`config.mk`:
```
export PLATFORM = sky130hd
export DESIGN_NAME = uart_tx_digitos
export DESIGN_NICKNAME = d
export VERILOG_FILES = /design/src/rtl/uart_tx_digitos_pkg.sv /design/src/rtl/uart_tx_digitos_char.sv /design/src/rtl/uart_tx_digitos.sv
export SDC_FILE = /design/constraint.sdc
export NUM_CORES = 1
export LEC_CHECK = 0
export CELL_PAD_IN_SITES_DETAIL_PLACEMENT = 0
export CELL_PAD_IN_SITES_GLOBAL_PLACEMENT = 1
export CORE_MARGIN = 2
export CORE_UTILIZATION = 38
export DETAILED_ROUTE_END_ITERATION = 8
export PLACE_DENSITY = 0.8
export SLEW_MARGIN = 40
export SYNTH_ARGS = -nofsm -noshare
export SYNTH_HDL_FRONTEND = slang
export SYNTH_SLANG_ARGS = --single-unit
```
`constraint.sdc`:
```
create_clock -name clk -period 1.5 [get_ports clk]
set_input_delay 0.3 -clock clk [delete_from_list [all_inputs] [get_ports clk]]
set_output_delay 0.3 -clock clk [all_outputs]
set_load 0.05 [all_outputs]
```
`src/rtl/uart_tx_digitos_pkg.sv`:
```
// Shared definitions for the 7E1 ASCII-digit transmitter.
//   - frame constants (data bits, ASCII mapping targets)
//   - FSM state encodings for the character serializer and packet sequencer
//   - bcd2ascii: BCD digit -> 7-bit ASCII, '?' for non-BCD nibbles
package uart_tx_digitos_pkg;

  localparam int         DATA_BITS  = 7;
  localparam logic [6:0] ASCII_ZERO = 7'h30;
  localparam logic [6:0] ASCII_ERR  = 7'h3F;

  typedef enum logic [2:0] {
    C_IDLE, C_START, C_DATA, C_PARITY, C_STOP
  } char_st_e;

  typedef enum logic {
    P_IDLE, P_RUN
  } pkt_st_e;

  function automatic logic [6:0] bcd2ascii(input logic [3:0] d);
    return (d <= 4'd9) ? (ASCII_ZERO + {3'b000, d}) : ASCII_ERR;
  endfunction

endpackage

```
`src/rtl/uart_tx_digitos_char.sv`:
```
// One-character 7E1 serializer: start, 7 data bits LSB first, even parity, stop.
// Ports:
//   clk, rst    clock / synchronous active-high reset
//   start       begin a character (sampled in IDLE, and in the last stop-bit
//               cycle to chain the next character with no idle gap)
//   chr[6:0]    character captured together with start
//   tx          registered serial line, idle high
//   busy        serializer is mid-frame
//   fin         high during the last cycle of the stop bit
module uart_tx_char
  import uart_tx_digitos_pkg::*;
#(
  parameter int CLKS_PER_BIT = 434
) (
  input  logic       clk,
  input  logic       rst,
  input  logic       start,
  input  logic [6:0] chr,
  output logic       tx,
  output logic       busy,
  output logic       fin
);

  localparam int             CW      = (CLKS_PER_BIT > 1) ? $clog2(CLKS_PER_BIT) : 1;
  localparam logic [CW-1:0]  CNT_MAX = CW'(CLKS_PER_BIT - 1);

  char_st_e      st, st_nxt;
  logic [CW-1:0] cnt, cnt_nxt;
  logic [2:0]    bitn, bitn_nxt;
  logic [6:0]    chr_q, chr_nxt;
  logic          tx_nxt;
  logic          last_clk;

  assign last_clk = (cnt == CNT_MAX);
  assign busy     = (st != C_IDLE);
  // Kept out of the next-state block so the parent's start logic can
  // depend on it without forming a combinational cycle.
  assign fin      = (st == C_STOP) && last_clk;

  always_ff @(posedge clk) begin
    if (rst) begin
      st    <= C_IDLE;
      cnt   <= '0;
      bitn  <= '0;
      chr_q <= '0;
      tx    <= 1'b1;
    end else begin
      st    <= st_nxt;
      cnt   <= cnt_nxt;
      bitn  <= bitn_nxt;
      chr_q <= chr_nxt;
      tx    <= tx_nxt;
    end
  end

  // tx_nxt is the level of the bit that begins on the coming edge, so the
  // line is registered and changes exactly on bit boundaries.
  always_comb begin
    st_nxt   = st;
    cnt_nxt  = cnt;
    bitn_nxt = bitn;
    chr_nxt  = chr_q;
    tx_nxt   = tx;
    if (st != C_IDLE) cnt_nxt = last_clk ? '0 : cnt + 1'b1;
    case (st)
      C_IDLE: if (start) begin
        st_nxt  = C_START;
        chr_nxt = chr;
        tx_nxt  = 1'b0;
      end
      C_START: if (last_clk) begin
        st_nxt   = C_DATA;
        bitn_nxt = '0;
        tx_nxt   = chr_q[0];
      end
      C_DATA: if (last_clk) begin
        if (bitn == 3'(DATA_BITS - 1)) begin
          st_nxt = C_PARITY;
          tx_nxt = ^chr_q;
        end else begin
          bitn_nxt = bitn + 3'd1;
          tx_nxt   = chr_q[bitn + 3'd1];
        end
      end
      C_PARITY: if (last_clk) begin
        st_nxt = C_STOP;
        tx_nxt = 1'b1;
      end
      C_STOP: if (last_clk) begin
        if (start) begin
          st_nxt  = C_START;
          chr_nxt = chr;
          tx_nxt  = 1'b0;
        end else begin
          st_nxt = C_IDLE;
          tx_nxt = 1'b1;
        end
      end
      default: begin
        st_nxt = C_IDLE;
        tx_nxt = 1'b1;
      end
    endcase
  end

endmodule

```
`src/rtl/uart_tx_digitos.sv`:
```
// Packet transmitter: on send, latches NUM_DIGITS BCD digits and sends each
// as an ASCII 7E1 character, most significant digit first, frames back to back.
// Ports:
//   clk, rst    clock / synchronous active-high reset
//   send        packet request, honoured only while busy=0
//   digits      BCD digits, top nibble sent first
//   tx          serial line, idle high
//   busy        high from the cycle after accept through the last stop-bit cycle
//   done        one-cycle pulse in the last stop-bit cycle of the packet
module uart_tx_digitos
  import uart_tx_digitos_pkg::*;
#(
  parameter int CLK_HZ       = 50_000_000,
  parameter int BAUD         = 115200,
  parameter int CLKS_PER_BIT = CLK_HZ / BAUD,
  parameter int NUM_DIGITS   = 4
) (
  input  logic                    clk,
  input  logic                    rst,
  input  logic                    send,
  input  logic [4*NUM_DIGITS-1:0] digits,
  output logic                    tx,
  output logic                    busy,
  output logic                    done
);

  localparam int IW = (NUM_DIGITS > 1) ? $clog2(NUM_DIGITS) : 1;

  pkt_st_e                 pst, pst_nxt;
  // Remaining digits, shifted left as each character starts so the top
  // nibble is always the next one to send.
  logic [4*NUM_DIGITS-1:0] dig_q, dig_nxt;
  logic [IW-1:0]           idx, idx_nxt;
  logic [3:0]              nib;
  logic                    last_chr;
  logic                    c_start, c_busy, c_fin;

  always_ff @(posedge clk) begin
    if (rst) begin
      pst   <= P_IDLE;
      dig_q <= '0;
      idx   <= '0;
    end else begin
      pst   <= pst_nxt;
      dig_q <= dig_nxt;
      idx   <= idx_nxt;
    end
  end

  assign busy     = (pst == P_RUN);
  assign last_chr = (idx == IW'(NUM_DIGITS - 1));

  // The first character is taken straight from the digits input so the
  // start bit appears on the edge that accepts send.
  always_comb begin
    pst_nxt = pst;
    dig_nxt = dig_q;
    idx_nxt = idx;
    c_start = 1'b0;
    done    = 1'b0;
    nib     = dig_q[4*NUM_DIGITS-1 -: 4];
    case (pst)
      P_IDLE: begin
        nib = digits[4*NUM_DIGITS-1 -: 4];
        if (send && !c_busy) begin
          c_start = 1'b1;
          pst_nxt = P_RUN;
          dig_nxt = digits << 4;
          idx_nxt = '0;
        end
      end
      P_RUN: if (c_fin) begin
        if (last_chr) begin
          pst_nxt = P_IDLE;
          done    = 1'b1;
        end else begin
          c_start = 1'b1;
          dig_nxt = dig_q << 4;
          idx_nxt = idx + 1'b1;
        end
      end
      default: pst_nxt = P_IDLE;
    endcase
  end

  uart_tx_char #(.CLKS_PER_BIT(CLKS_PER_BIT)) u_char (
    .clk   (clk),
    .rst   (rst),
    .start (c_start),
    .chr   (bcd2ascii(nib)),
    .tx    (tx),
    .busy  (c_busy),
    .fin   (c_fin)
  );

endmodule

```
==> results.toml <==
[critical_path]
rr_worst_depth = 10
reg2reg_to = "dig_q[6]"
crit_buf_inv = 2
critPathMaxFanout = 2
cp_slowest_cell = "dfxtp_2"
crit_start = "u_char.cnt[1]"
cp-end-kind = "output pin"
crit_type = "reg2out"
cp-endpoint = "done"
cp.arrival_ns = 1.47
required_ns = 1.20
worst-path-stages = 6
path_cells = "inv_2 -> ha_4 -> and4_4 -> nand4_1 -> nor2_4 -> buf_12"
cp_top_family = "simple AND/OR/NAND/NOR gates"
start_kind = "register"
reg2reg_from = "u_char.cnt[1]"
reg2reg_slack_ns = -0.17
max_stage_delay_ns = 0.33

[drt]
first_pass_iters = 4
wl_per_cell_um = 14.0
ant_nets = 0
drt_iter0_markers = 67
routed_wl_um = 4840
avgViaCountPerCell = 5.22
vias = 1807
drc = 0

[yosys]
syn_area_per_cell_um2 = 9.24
yosysSeqAreaShare_pct = 36.8
syn_nets = 236
ys_seq_elements = 36
yosys_warnings = 0
synth_area_mm2 = 0.00196
synthFlopType = "dfxtp_1"
async_flop_share_pct = 0
synth-edff-count = 0
synth.distinct_cells = 47
syn_inst = 212

[die]
die_h_um = 75.8
die_area_mm2 = 0.00574
design.core.area_mm2 = 0.00504
die_w_um = 75.8
rows = 26
top_level_ports = 22
start_util_pct = 38.8

[sta]
skew_ns = 0.00824
report.final.setup_viol = 34
rsz0062_at_grt = "true"
maxSlewViolCount = 0
max_clock_freq_mhz = 564
fin_ws_ns = -0.274
slew_headroom_pct = 77.1
finalHoldViolCount = 0
min_period_ns = 1.77
tightest_slew_ns = 0.343
fin_crit_sh_pct = 118

[clock_network]
cts_tree = "yes"
insertion_delay_ns = 0.30
clock_sinks = 36
path_clk_slew_ns = 0.08
cts_max_level = 2
clockBufferDepth = 2
numCtsBuffers = 5
clockRootBuffer = "clkbuf_8"

[place]
place_ws_ns = -0.296
numPortBuffers = 21
post-place-cells = 332
dp_hpwl_um = 3320
globalplace.congestion = 0.752

[grt]
first_global_vias = 1764
globalRouteOverflowTotal = 0
grt_max_degree = 25
use_met3_pct = 4.10
grt_use_met2_pct = 30.8
grt-busiest-layer = "met2"
track_usage_pct = 18.3
gr-usage-met1_pct = 22.5
grt_pass1_wl_um = 7890
grt_antenna_before_repair = 0

[power]
total_leakage_power_uw = 0.00114
pwr-share-comb_pct = 22.8
ir_drop_mv = 0.387
p_clk_share_pct = 30.3
swShare_pct = 29.4
p_sw_uw = 678
power.density_mw_per_mm2 = 778
cellInternalPower_uw = 1630
seqPwrFrac_pct = 46.8

[outcome]
status = "complete, but fails checks"
violations = "negative setup slack"

[worst_hold_path]
hold_path.class = "reg2reg"

[layout]
final_common_cell = "buf_4"
drive_gt1_share_pct = 40.2
final_core_util_pct = 58.8
fin_nets = 299
syn_to_final_growth_pct = 51.3
fin_cells = 346
final_cell_mix = "buf_4 (40), dfxtp_1 (27), clkdlybuf4s50_1 (18)"
n_antenna_cell = 0

[job]
cap_violations = 0
==> synth_stat cells (all sizes together), types with 6 or more instances <==
cell type / n / area share, %
nand3: 7 / 1.8
dfxtp: 36 / 37
a21oi: 14 / 3.6
nor2: 13 / 2.5
o21ai: 8 / 2.0
inv: 6 / 1.2
nor2b: 7 / 2.2
xor2: 9 / 4.0
nor3: 13 / 3.3
buf: 10 / 3.7
mux2i: 12 / 6.1
nand4: 8 / 2.6
a211oi: 15 / 7.0
nand2: 7 / 1.3
==> routing by layer <==
metal,share of wire [%],vias to the layer above
met5,0,-
met4,1.8,0
met3,2.4,8
met2,50,19
met1,46,857
li1,-,923
==> worst reg2reg max path: stages, from the launching register on <==
cell and delay [ns]:
dfxtp_2 0.33, inv_2 0.05, ha_4 0.12, and4_4 0.21, buf_4 0.11, buf_6 0.11, and4_4 0.27, buf_12 0.14
buf_12 0.10, o21ai_1 0.06, a21oi_1 0.11
==> final cells by class <==
type                       count  area [um^2]
clock buffer                   5         68.8
multi-input combinational    157         1350
clock inverter                 3         18.8
sequential                    36          739
inverter                       6         22.5
fill                         439         2080
timing repair buffer          69          673
tap                           70         87.6
==> sequential cells by signal (all words and copies together), names as in the netlist <==
| register | flops |
|---|---|
| u_char.st | 3 |
| u_char.chr_q | 5 |
| dig_q | 12 |
| busy | 1 |
| idx | 2 |
| u_char.tx | 1 |
| u_char.cnt | 9 |
| u_char.bitn | 3 |
==> power by group through the flow <==
stage | clock (uW) | sequential [uW] | combinational [uW]
final | 700 | 1080 | 526
after global routing | 747 | 1090 | 568
after CTS | 711 | 1080 | 514
after detailed placement | 0 | 1100 | 490
after global placement | 0 | 1100 | 485
after floorplan | 0 | 1100 | 305
==> how the worst min path moves through the flow <==
stage | start | endpoint | slack (ns) | cells after the start
4_1_cts | u_char.chr_q[4] | u_char.chr_q[4] | 0.47 | 1
2_1_floorplan | u_char.chr_q[4] | u_char.chr_q[4] | 0.44 | 1
6_report | dig_q[7] | dig_q[7] | 0.47 | 2
5_1_grt | u_char.chr_q[4] | u_char.chr_q[4] | 0.49 | 1
3_5_place_dp | u_char.chr_q[4] | u_char.chr_q[4] | 0.46 | 1
3_3_place_gp | u_char.chr_q[4] | u_char.chr_q[4] | 0.45 | 1
==> through the flow <==
stage	instance area (um^2)	power, uW	hold slack [ns]	TNS [ns]
6_report	2960	2310	0.471	-3.37
4_1_cts	2870	2300	0.474	-2.31
3_5_place_dp	2640	1590	0.455	-2.85
5_1_grt	2960	2400	0.490	-5.76
3_3_place_gp	2640	1580	0.448	-2.64
2_1_floorplan	2100	1410	0.440	-1.74
==> what timing repair did <==
action	CTS	global route
gates resized for setup	21	20
setup buffers	3	2
hold buffers	0	0
setup endpoints to repair	34	36
cloned	1	0
pin swaps	18	10
==> cell families after synthesis <==
| family | after synthesis | share of synthesized area, % |
|---|---|---|
| adder cells (fa/ha/maj) | 5 | 3.19 |
| buffers and inverters | 19 | 5.43 |
| XOR/XNOR | 13 | 5.81 |
| AO/OA/AOI/OAI | 50 | 18.7 |
| AND/OR/NAND/NOR | 77 | 23.9 |
| multiplexers | 12 | 6.13 |
| flip-flops | 36 | 36.8 |
No activity file was read; power rests on OpenSTA's default activity.
==> RTL edit, RTL diff (same flow settings) <==
Change the parameter `BAUD` from 115200 to 57600.
--- a/src/rtl/uart_tx_digitos.sv
+++ b/src/rtl/uart_tx_digitos.sv
@@ -12,5 +12,5 @@
 #(
   parameter int CLK_HZ       = 50_000_000,
-  parameter int BAUD         = 115200,
+  parameter int BAUD         = 57600,
   parameter int CLKS_PER_BIT = CLK_HZ / BAUD,
   parameter int NUM_DIGITS   = 4
Behaviour: same outputs for any inputs over 10 cycles, from zero or initial values and one cycle with rst high; that may be too few to reach the edited logic, so the function may still have changed.
==> RTL edit against the unedited design <==
The flow still finishes with violations (setup timing). Sequential cell count rose by 1. Wire length rose by 2.4%. Area after synthesis fell by 3.8%. Cell count rose by 1.4%. Final area rose by 3.8%. Critical path depth did not move. Power rose by 6.7%. Setup slack got worse by 0.12 ns. Critical endpoint is now u_char.st[2]. Highest routed layer unchanged.
==> RTL edit: results (changes against the unedited design) <==
Logic synthesis
  – Synth unique cells: 41 (was 47)
  – Top post-synthesis cells by area: dfxtp_1 39%, mux2i_1 7.4%, nor2_1 7.0% (was dfxtp_1 37%, mux2i_1 6.1%, xor2_1 4.0%)
  – Proportion of synthesized area in mux cells: 9.23% (was 6.13%)
  – Synth Area in XOR/XNOR: 6.51% (was 5.81%)
  – Sequential fraction of the synthesis area: 39.3% (was 36.8%)
  – Cells after synthesis: 214 (was 212)
  – Syn nets: 237 (was 236)
  – Compound-Gate Fraction of Synth Area: 15.1% (was 18.7%)

Timing
  – # setup viols final: 37 (was 34)
  – Setup WS post-layout: -0.394 ns (was -0.274 ns)
  – Worst-margin pin slew: 0.375 ns (was 0.343 ns)
  – Clock Skews: 0.00306 ns (was 0.00824 ns)
  – Setup TNS: -6.61 ns (was -3.37 ns)

Power and ir drop
  – Sw power: 699 µW (was 678 µW)
  – VDD IR-drop max: 0.000538 V (was 0.000387 V)
  – P_leak: 1.20 nW (was 1.14 nW)

Placement
  – Inst Count DP: 331 (was 332)
  – Placed Area: 2550 µm² (was 2640 µm²)
  – RePlAce Congestion: 0.871 (was 0.752)

Setup path
  – Crit-path slowest cell: or3_4 (was dfxtp_2)
  – Crit path largest cell delay: 0.43 ns (was 0.33 ns)

Status
  – Status: finished, violations left (unchanged)
  – Violated checks: setup timing (unchanged)

Cells and area
  – Layout net count: 306 (was 299)
  – Fillers: 396 (was 439)

GRT
  – First-pass GRT wire length: 7960 µm (was 7890 µm)
  – Largest net degree at the start of global routing: 23 (was 25)

Detailed routing
  – Via count: 1764 (was 1807)
  – Wire per inst: 14.1 µm (was 14.0 µm)
  – Final wirelength: 4960 µm (was 4840 µm)
RTL edit: path summary, 6_finish.rpt:
path / start / to / slack [ns] / cells after the start
max: u_char.cnt[3] / u_char.st[2] / -0.39 / 6
min: dig_q[4] / dig_q[4] / 0.46 / 2
max reg2reg: u_char.cnt[3] / u_char.st[2] / -0.39 / 6
min reg2reg: dig_q[4] / dig_q[4] / 0.46 / 2
RTL edit: area by class of cell:
type / count / share of cell area (%)
tap: 67 / 2.73
multi-input combinational: 159 / 43.7
clock buffer: 8 / 2.93
inverter: 5 / 0.611
timing repair buffer: 75 / 25.6
sequential: 37 / 24.5
RTL edit: metal layers:
metal	track usage (%)	part of all wire, %	vias up
met5	0	0	-
met4	7.74	1.8	0
met3	4.07	3.2	9
met2	30.1	49	27
met1	24.9	46	836
li1	-	-	892
RTL edit: power groups by stage:
stage	clock network (mW)	logic, mW	registers (mW)
floorplan	0	0.268	1.12
global placement	0	0.454	1.11
detailed placement	0	0.459	1.11
CTS	0.748	0.592	1.09
global route	0.781	0.685	1.11
finish	0.719	0.643	1.10
RTL edit: what timing repair did:
| item | in CTS | in global routing |
|---|---|---|
| resized for setup | 21 | 50 |
| hold buffers | 0 | 0 |
| gates cloned | 3 | 1 |
| endpoints found under the hold margin | 0 | 0 |
| pin swaps | 12 | 19 |
| setup buffers | 9 | 3 |
| endpoints found under the setup margin | 37 | 38 |
RTL edit: cell families (layout without fill, tap and decap cells):
logic type               Yosys count  in the layout
AND/OR/NAND/NOR                   83             83
adder cells (fa/ha/maj)            4              4
AO/OA/AOI/OAI                     41             41
XOR/XNOR                          14             14
buffers and inverters             18             88
flip-flops                        37             37
multiplexers                      17             17
